File: config.mk
export PLATFORM = sky130hd
export DESIGN_NAME = lsu_mem_ctrl
export DESIGN_NICKNAME = d
export VERILOG_FILES = /design/src/rtl/lsu_mem_ctrl.sv
export SDC_FILE = /design/constraint.sdc
export NUM_CORES = 1
export LEC_CHECK = 0
export CORE_MARGIN = 4
export CORE_UTILIZATION = 45
export CTS_CLUSTER_DIAMETER = 80
export DETAILED_ROUTE_END_ITERATION = 8
export PLACE_DENSITY_LB_ADDON = 0.12
export SETUP_SLACK_MARGIN = 0.5
export SLEW_MARGIN = 15
export SYNTH_ARGS = -nofsm -noshare
export SYNTH_HDL_FRONTEND = slang
export SYNTH_SLANG_ARGS = --single-unit
export TNS_END_PERCENT = 100
File: constraint.sdc
create_clock -name clk -period 2.6 [get_ports clk]
set_clock_uncertainty 0.15 [all_clocks]
set_input_delay 0.26 -clock clk [delete_from_list [all_inputs] [get_ports clk]]
set_output_delay 0.26 -clock clk [all_outputs]
set_load 0.01 [all_outputs]
File: src/rtl/lsu_mem_ctrl.sv
// lsu_mem_ctrl: load/store initiator for the shared word-wide data memory port.
// It takes one RV32 load/store at a time and issues word-aligned memory
// commands. Byte and halfword stores are done as read-modify-write, because
// the memory only accepts whole-word writes. Load data is lane-selected and
// then sign- or zero-extended. Misaligned, illegal and timed-out accesses
// are flagged. Each request ends with exactly one response pulse.
module lsu_mem_ctrl #(
  parameter logic [1:0] MEM_DISABLE   = 2'b00,
  parameter logic [1:0] MEM_READ_SEXT = 2'b01,
  parameter logic [1:0] MEM_READ_ZEXT = 2'b10,
  parameter logic [1:0] MEM_WRITE     = 2'b11,
  parameter int         TIMEOUT       = 8
) (
  input  logic        clk,
  input  logic        reset,
  input  logic        req_valid,
  output logic        req_ready,
  input  logic        req_we,
  input  logic [2:0]  req_funct3,
  input  logic [31:0] req_addr,
  input  logic [31:0] req_wdata,
  output logic        resp_valid,
  output logic [31:0] resp_rdata,
  output logic        resp_err,
  output logic        busy,
  output logic [1:0]  mem_op,
  output logic [31:0] mem_addr,
  output logic [31:0] mem_wdata,
  input  logic [31:0] mem_rdata,
  input  logic        mem_valid,
  input  logic        mem_ready
);

  localparam int            TW   = $clog2(TIMEOUT + 1);
  localparam logic [TW-1:0] TMAX = TW'(TIMEOUT - 1);

  typedef enum logic [2:0] {
    IDLE      = 3'd0,
    RD_ISSUE  = 3'd1,
    RD_WAIT   = 3'd2,
    RMW_ISSUE = 3'd3,
    RMW_WAIT  = 3'd4,
    WR_ISSUE  = 3'd5,
    RESP      = 3'd6
  } state_e;

  state_e        state_q, state_d;
  logic [TW-1:0] timer_q, timer_d;
  logic [2:0]    funct3_q, funct3_d;
  logic [1:0]    addr_lo_q, addr_lo_d;
  logic [15:0]   wdata_q, wdata_d;
  logic [1:0]    mem_op_q, mem_op_d;
  logic [31:0]   mem_addr_q, mem_addr_d;
  logic [31:0]   mem_wdata_q, mem_wdata_d;
  logic          resp_valid_q, resp_valid_d;
  logic [31:0]   resp_rdata_q, resp_rdata_d;
  logic          resp_err_q, resp_err_d;
  logic          illegal_s;
  logic          misaligned_s;

  // Pick the addressed lane from a little-endian word and extend it per funct3.
  function automatic logic [31:0] load_extract(input logic [2:0] f3,
                                               input logic [1:0] lo,
                                               input logic [31:0] w);
    logic [7:0]  b;
    logic [15:0] h;
    logic [31:0] r;
    case (lo)
      2'd0:    b = w[7:0];
      2'd1:    b = w[15:8];
      2'd2:    b = w[23:16];
      2'd3:    b = w[31:24];
      default: b = w[7:0];
    endcase
    h = lo[1] ? w[31:16] : w[15:0];
    case (f3)
      3'd0:    r = {{24{b[7]}}, b};
      3'd1:    r = {{16{h[15]}}, h};
      3'd2:    r = w;
      3'd4:    r = {24'h000000, b};
      3'd5:    r = {16'h0000, h};
      default: r = 32'h00000000;
    endcase
    return r;
  endfunction

  // Replace the addressed byte (SB) or halfword (SH) of the old word with store data.
  function automatic logic [31:0] store_merge(input logic [2:0] f3,
                                              input logic [1:0] lo,
                                              input logic [31:0] old,
                                              input logic [15:0] wd);
    logic [31:0] r;
    r = old;
    if (f3[1:0] == 2'd0) begin
      case (lo)
        2'd0:    r[7:0]   = wd[7:0];
        2'd1:    r[15:8]  = wd[7:0];
        2'd2:    r[23:16] = wd[7:0];
        2'd3:    r[31:24] = wd[7:0];
        default: r = old;
      endcase
    end else if (lo[1]) begin
      r[31:16] = wd;
    end else begin
      r[15:0] = wd;
    end
    return r;
  endfunction

  // Classify the incoming request: illegal funct3 first, then alignment.
  always_comb begin
    illegal_s    = 1'b0;
    misaligned_s = 1'b0;
    if (req_we) begin
      illegal_s = (req_funct3 > 3'd2);
    end else begin
      illegal_s = (req_funct3 == 3'd3) || (req_funct3 == 3'd6) || (req_funct3 == 3'd7);
    end
    if (req_funct3[1:0] == 2'd1) begin
      misaligned_s = req_addr[0];
    end else if (req_funct3[1:0] == 2'd2) begin
      misaligned_s = (req_addr[1:0] != 2'd0);
    end else begin
      misaligned_s = 1'b0;
    end
  end

  // Next-state logic, response capture and registered memory command.
  always_comb begin
    state_d      = state_q;
    timer_d      = '0;
    funct3_d     = funct3_q;
    addr_lo_d    = addr_lo_q;
    wdata_d      = wdata_q;
    mem_addr_d   = mem_addr_q;
    mem_wdata_d  = mem_wdata_q;
    resp_rdata_d = resp_rdata_q;
    resp_err_d   = resp_err_q;
    mem_op_d     = MEM_DISABLE;
    resp_valid_d = 1'b0;

    case (state_q)
      IDLE: begin
        if (req_valid && mem_ready) begin
          funct3_d  = req_funct3;
          addr_lo_d = req_addr[1:0];
          wdata_d   = req_wdata[15:0];
          if (illegal_s || misaligned_s) begin
            state_d      = RESP;
            resp_err_d   = 1'b1;
            resp_rdata_d = 32'h00000000;
          end else begin
            mem_addr_d = {req_addr[31:2], 2'b00};
            if (!req_we) begin
              state_d = RD_ISSUE;
            end else if (req_funct3 == 3'd2) begin
              state_d     = WR_ISSUE;
              mem_wdata_d = req_wdata;
            end else begin
              state_d = RMW_ISSUE;
            end
          end
        end else begin
          state_d = IDLE;
        end
      end
      RD_ISSUE: state_d = RD_WAIT;
      RD_WAIT: begin
        // A mem_valid arriving on the timeout cycle still wins.
        if (mem_valid) begin
          state_d      = RESP;
          resp_err_d   = 1'b0;
          resp_rdata_d = load_extract(funct3_q, addr_lo_q, mem_rdata);
        end else if (timer_q == TMAX) begin
          state_d      = RESP;
          resp_err_d   = 1'b1;
          resp_rdata_d = 32'h00000000;
        end else begin
          timer_d = timer_q + 1'b1;
        end
      end
      RMW_ISSUE: state_d = RMW_WAIT;
      RMW_WAIT: begin
        if (mem_valid) begin
          state_d     = WR_ISSUE;
          mem_wdata_d = store_merge(funct3_q, addr_lo_q, mem_rdata, wdata_q);
        end else if (timer_q == TMAX) begin
          state_d      = RESP;
          resp_err_d   = 1'b1;
          resp_rdata_d = 32'h00000000;
        end else begin
          timer_d = timer_q + 1'b1;
        end
      end
      WR_ISSUE: begin
        state_d      = RESP;
        resp_err_d   = 1'b0;
        resp_rdata_d = 32'h00000000;
      end
      RESP:    state_d = IDLE;
      default: state_d = IDLE;
    endcase

    // The command and response pulse are registered off the next state, so
    // each one is asserted for exactly the cycle spent in that state.
    case (state_d)
      RD_ISSUE:  mem_op_d = funct3_d[2] ? MEM_READ_ZEXT : MEM_READ_SEXT;
      RMW_ISSUE: mem_op_d = MEM_READ_ZEXT;
      WR_ISSUE:  mem_op_d = MEM_WRITE;
      default:   mem_op_d = MEM_DISABLE;
    endcase
    resp_valid_d = (state_d == RESP);
  end

  // State and output registers with synchronous reset.
  always_ff @(posedge clk) begin
    if (reset) begin
      state_q      <= IDLE;
      timer_q      <= '0;
      funct3_q     <= 3'd0;
      addr_lo_q    <= 2'd0;
      wdata_q      <= 16'h0000;
      mem_op_q     <= MEM_DISABLE;
      mem_addr_q   <= 32'h00000000;
      mem_wdata_q  <= 32'h00000000;
      resp_valid_q <= 1'b0;
      resp_rdata_q <= 32'h00000000;
      resp_err_q   <= 1'b0;
    end else begin
      state_q      <= state_d;
      timer_q      <= timer_d;
      funct3_q     <= funct3_d;
      addr_lo_q    <= addr_lo_d;
      wdata_q      <= wdata_d;
      mem_op_q     <= mem_op_d;
      mem_addr_q   <= mem_addr_d;
      mem_wdata_q  <= mem_wdata_d;
      resp_valid_q <= resp_valid_d;
      resp_rdata_q <= resp_rdata_d;
      resp_err_q   <= resp_err_d;
    end
  end

  assign req_ready  = (state_q == IDLE) && mem_ready;
  assign busy       = (state_q != IDLE);
  assign mem_op     = mem_op_q;
  assign mem_addr   = mem_addr_q;
  assign mem_wdata  = mem_wdata_q;
  assign resp_valid = resp_valid_q;
  assign resp_rdata = resp_rdata_q;
  assign resp_err   = resp_err_q;

endmodule

==> flow_summary.toml, run 1 <==
[outcome]
outcome = "complete, no violations"

[timing]
post-route-min-period_ns = 2.12
finalCritPeriodShare = 0.817
fmax_mhz = 471
hold_viol = 0
rsz0062_at_grt = "yes"
timing.final.setup_violations = 0
slew_viol_final = 0
relSlewSlack = 0.588
tightest_slew_ns = 0.617
fin_hold_ws_ns = 0.142
setup_slack_ns = 0.476

[clock_network]
clk_pin_slew_ns = 0.06
cts_buffers = 17
cts_sinks = 126
root_buffer = "clkbuf_16"
cts.hold.buffers_added = 0
clock_latency_ns = 0.42
tritoncts = "done"
cts.path.max_buffers = 2
htreeDepth = 4

[global_route]
grtUsageTotal = 0.273
grt_max_degree = 53
grt_pass1_vias = 6036
antenna_found_initial = 0
grt_overflow = 0
grt_pass1_wl_um = 32000

[final_layout]
synthToLayoutAreaGrowth_pct = 58.2
layout.nets = 1066
diodes = 0
instances_no_fill = 1145
design_area_um2 = 9300
drive_above_1_share = 0.138
n_fill_cell = 976

[synthesis]
synth_edf_count = 0
avgSynthCellArea_um2 = 7.92
postSynth.asyncResetShare = 0
yosys_warnings = 0
synth.ff_latch_count = 126
syn_area_um2 = 5880
synth_cell_types = 55
synthCells = 742
synthFlopType = "dfxtp_1"
ys_seq_area_frac = 0.429

[worst_setup_path]
worstSetupEndpointType = "register"
critPathKind = "reg -> reg"
worstPathArrival_ns = 2.33
cp-start-kind = "register"
required_ns = 2.80
max_stage_delay_ns = 0.48
cp_cell_sequence = "nor3_4, buf_4, o2111ai_4, o41a_4, clkbuf_16, a211o_1, a21oi_1"
crit_fanout = 20
cp_slowest_cell = "o41a_4"

[pwr]
power.total_uw = 5890
p_leak_uw = 0.00337
vdd_drop_max_v = 0.000374
power_density_nw_per_um2 = 634

[route]
wl_per_cell_um = 19.5
drtIter0Drc = 588
detailedRoute.firstPassIterationCount = 7
wl_um = 22400
drc_errors = 0
viasPerCell = 5.69
ant_nets = 0
vias = 6512

[placed_design]
pre_cts_slack_ns = -0.0507
place_inst = 1093
hpwl_um = 15400
gp_congestion = 0.913
port-buffer-count = 204
place_area_um2 = 8230

[floorplan]
pin_count = 207
die-width_um = 122
dieArea_um2 = 15000
initial_core_util = 0.462
die_h_um = 122
core_area_um2 = 12700
rows = 41

[hold_path]
hold_path.class = "in -> reg"

[run]
cap_violations = 0
layer usage:
layer	wire length, µm	GRT usage	vias to the layer above	share of wire
li1	-	-	3069	-
met1	9120	0.346	3094	0.41
met2	11000	0.459	297	0.49
met3	1650	0.0650	52	0.074
met4	567	0.0903	0	0.025
met5	0	0	-	0
sequential cells by signal (all words and copies together), names as in the netlist:
name / cells
resp_rdata: 32
resp_err: 1
mem_addr: 30
mem_wdata: 32
funct3_q: 3
addr_lo_q: 2
wdata_q: 16
resp_valid: 1
timer_q: 4
state_q: 3
mem_op: 2
power by group:
group          switching, µW  internal, µW
clock                    915          1570
sequential              74.7          2030
combinational            689           614
cell families (layout without fill, tap and decap cells):
| group | after synthesis | in the layout | synth area share |
|---|---|---|---|
| flops | 126 | 126 | 0.429 |
| buf+inv | 62 | 292 | 0.0419 |
| compound gates | 240 | 240 | 0.274 |
| fa+ha+maj | 1 | 1 | 0.00213 |
| mux | 27 | 27 | 0.0462 |
| simple gates | 282 | 282 | 0.202 |
| xor+xnor | 3 | 3 | 0.00447 |
| other cells | 1 | 2 | 0.000638 |
timing repair:
item	in CTS	in global routing
resized for setup	18	39
endpoints found under the hold margin	0	0
gates cloned	0	6
setup buffers	4	10
endpoints found under the setup margin	60	82
pin swaps	3	18
cells in the final DEF, fill, tap and decap left out, types with 6 or more instances in the layout:
cell type and n:
o221ai_1 9, o2bb2ai_1 16, clkdlybuf4s50_1 197, a21oi_2 8, nand2_1 173, mux2i_1 26, o21ai_0 38, a211oi_2 7
dfxtp_1 122, nor2_1 62, buf_6 6, a311oi_1 13, dlygate4sd2_1 6, a21oi_1 90, clkbuf_16 22, buf_4 33
a211o_1 17, nor3_1 8
layout make-up:
class,count,area (µm²),area share
flip-flops and latches,126,2530,0.272
clock inverters,12,159,0.0171
inverters,5,22.5,0.00242
repair buffers,255,2580,0.277
multi-input cells,555,3340,0.359
well taps,172,215,0.0231
clock buffers,20,457,0.0491
Yosys cell counts (all sizes together), types with 2 or more instances:
cell type	number	area [µm²]
nand2	173	649
dfxtp	126	2520
a21oi	98	490
nor2	65	244
clkbuf	48	180
o21ai	39	195
mux2i	26	260
a211o	17	149
a311oi	17	149
o2bb2ai	16	140
a211oi	11	82.6
nor3	11	60.1
buf	9	47.5
o221ai	9	78.8
a22o	5	43.8
nand2b	5	31.3
nand3	5	25.0
nor2b	5	31.3
nor3b	5	37.5
o211ai	5	37.5
o21a	5	37.5
inv	4	15.0
and2	3	18.8
nor4	3	33.8
o31a	3	26.3
o2111ai	2	35.0
o21bai	2	15.0
o31ai	2	15.0
or2	2	12.5
xnor2	2	17.5
through the flow:
step	TNS (ns)	utilization
6_report	0	0.731
2_1_floorplan	0	-
3_5_place_dp	-0.222	0.647
3_3_place_gp	0	0.647
4_1_cts	0	0.702
5_1_grt	0	0.731
critical path, delay by kind of cell, from the launching register on:
kind,cells,cell delay [ns]
flops,1,0.37
buf+inv,2,0.37
compound gates,4,0.96
simple gates,1,0.22
path summary, 6_finish.rpt:
kind / cells past startpoint / slack [ns] / endpoint / startpoint
setup / recovery: 7 / 0.48 / mem_wdata[1] / state_q[2]
hold / removal: 2 / 0.14 / funct3_q[2] / reset
setup reg to reg: 7 / 0.48 / mem_wdata[1] / state_q[2]
hold reg to reg: 2 / 0.30 / mem_wdata[22] / mem_wdata[22]
Note: power is estimated with default switching activity, not from simulation.
==> inputs of run 2 (changes only) <==
- CORE_UTILIZATION: 45 -> 41
- clock period: 2.6 -> 1.9 ns (I/O delays scaled with it)
==> run 2 against run 1 <==
Compared with the run above:
- the flow now finishes with violations (setup timing)
- fmax rose by 1.1%
- combinational power is 74% higher
- design area rose by 13%
- count of clock-buffer cells in the layout decreased by 2
- worst hold slack worse by 0.066 ns
- core utilization is 2.3 points higher
- first-iteration DRC count shrank 15%
- via count rose by 4.9%
- critical endpoint is now mem_addr[18]
- largest cell class unchanged
- highest routed layer unchanged
==> flow_summary.toml, run 2 (synthesis gave the netlist of run 1 again) <==
[final_layout]
fin_util = 0.754
layout.nets = 1139
final_cell_mix = "nand2_1, dfxtp_1, clkdlybuf4s50_1, buf_4, a21oi_1"
diodes = 0
n_fill_cell = 981
final_common_cell = "nand2_1"
drive_above_1_share = 0.293
instances_no_fill = 1226
synthToLayoutAreaGrowth_pct = 79.4

[clock_network]
clk_pin_slew_ns = 0.06
tritoncts = "done"
root_buffer = "clkbuf_16"
cts_buffers = 17
cts.path.max_buffers = 2
cts_sinks = 126
clock_latency_ns = 0.42
htreeDepth = 4

[route]
ant_nets = 0
wl_per_cell_um = 20.2
detailedRoute.firstPassIterationCount = 5
drc_errors = 0
vias = 6828
drtIter0Drc = 502
wl_um = 24800
viasPerCell = 5.57

[pwr]
p_seq_frac = 0.349
power_density_nw_per_um2 = 788
p_int_uw = 5740
power_frac_comb = 0.272
power.total_uw = 8310
power.switching_uw = 2570
p_clk_frac = 0.379
p_leak_uw = 0.00496
switching_share = 0.309
vdd_drop_max_v = 0.000632

[run]
cap_violations = 0

[floorplan]
die_h_um = 128
die-width_um = 128
pin_count = 207
core_area_um2 = 14000
dieArea_um2 = 16300
rows = 43
initial_core_util = 0.420

[placed_design]
port-buffer-count = 204
place_inst = 1150
gp_congestion = 0.901
hpwl_um = 16200

[global_route]
grt_max_degree = 64
grt_pass1_wl_um = 35500
grt_pass1_vias = 6697
grtUsageTotal = 0.275
grt_overflow = 0
antenna_found_initial = 0

[timing]
post-route-min-period_ns = 2.10
slew_viol_final = 0
finalCritPeriodShare = 1.11
hold_viol = 0
setup_slack_ns = -0.201
fmax_mhz = 476
rsz0062_at_grt = "yes"
tightest_slew_ns = 0.541
relSlewSlack = 0.637
timing.final.setup_violations = 107
fin_hold_ws_ns = 0.0762

[worst_setup_path]
cp-startpoint = "state_q[0]"
worstPathArrival_ns = 2.30
reg2reg_from = "state_q[0]"
crit_top_cell = "buf_6"
rrSetupSlack_ns = -0.20
critPathKind = "reg -> reg"
cp_slowest_cell = "dfxtp_2"
crit_fanout = 8
max_stage_delay_ns = 0.34
required_ns = 2.09
r2r-end = "mem_addr[18]"
worstSetupEndpointType = "register"
cp-start-kind = "register"
cp_cell_sequence = "nor3_4, buf_6, buf_6, nand3_4, buf_6, buf_12, nor2_4, buf_12, buf_16, nand2_1, a21oi_1"
r2r_cells = 11

[hold_path]
hold_path.class = "in -> reg"
worstHoldStart = "req_addr[0]"
hold_end = "addr_lo_q[0]"
whs_path_depth = 4

[outcome]
outcome = "complete, but fails checks"
violations = "setup timing"
[run 2: cell count changes in the layout (fill, tap and decap cells not counted), moves of 13 or more]
| cell | change |
|---|---|
| dlymetal6s2s_1 | +59 |
| o21ai_0 | -13 |
| nand2_2 | +17 |
| nor2_1 | -16 |
| clkdlybuf4s15_1 | +25 |
| buf_4 | +46 |
| nand2_1 | -21 |
| clkdlybuf4s50_1 | -100 |
| a21oi_1 | -18 |
| clkbuf_2 | +14 |
| a21oi_2 | +17 |
[run 2: layout make-up]
type	count	area, µm²	share of cell area
timing repair buffer	328	3510	0.333
inverter	5	21.3	0.00202
clock buffer	18	429	0.0407
multi-input combinational	555	3680	0.349
clock inverter	14	134	0.0127
tap	180	225	0.0214
sequential	126	2540	0.241
[run 2: critical path: cells and delay by family (launching register included)]
| family | cells | cell delay [ns] |
|---|---|---|
| AO/OA/AOI/OAI | 1 | 0.13 |
| AND/OR/NAND/NOR | 4 | 0.59 |
| flip-flops | 1 | 0.34 |
| buffers and inverters | 6 | 0.81 |
[run 2: metrics by stage]
stage                     worst slack, ns  instance area (µm²)  TNS, ns
final                              -0.201                10500   -10.66
after global routing               -0.255                10500   -16.65
after CTS                          -0.110                 9770    -4.01
after detailed placement           -0.661                 8710   -41.96
after global placement             -0.589                 8710   -36.43
after floorplan                    -0.141                 5990    -3.36
[run 2: repair_timing]
item / 4_1_cts / 5_1_grt
setup buffers: 15 / 14
hold endpoints to repair: 2 / 0
pin swaps: 10 / 35
hold buffers: 2 / 0
gates cloned: 7 / 6
endpoints found under the setup margin: 223 / 222
gates resized for setup: 135 / 219
[run 2: per-layer routing]
| layer | track usage | routed length (µm) | vias to the layer above |
|---|---|---|---|
| met4 | 0.0961 | 570 | 0 |
| met3 | 0.0554 | 1410 | 47 |
| li1 | - | - | 3219 |
| met1 | 0.338 | 10100 | 3307 |
| met5 | 0 | 0 | - |
| met2 | 0.479 | 12700 | 255 |
[run 2: how the worst max path moves through the flow]
stage	endpoint	slack [ns]	depth (start not counted)
3_3_place_gp	mem_wdata[19]	-0.59	7
2_1_floorplan	mem_wdata[18]	-0.14	7
5_1_grt	mem_addr[18]	-0.26	11
4_1_cts	mem_wdata[20]	-0.11	7
6_report	mem_addr[18]	-0.20	11
3_5_place_dp	mem_wdata[20]	-0.66	7
[run 2: power by group through the flow]
stage                     registers [µW]  clock network (µW)  logic, µW
after detailed placement            2930                   0       1750
after floorplan                     2950                   0        799
after global routing                2910                3290       2410
after global placement              2920                   0       1730
final                               2900                3150       2260
after CTS                           2880                3160       1980
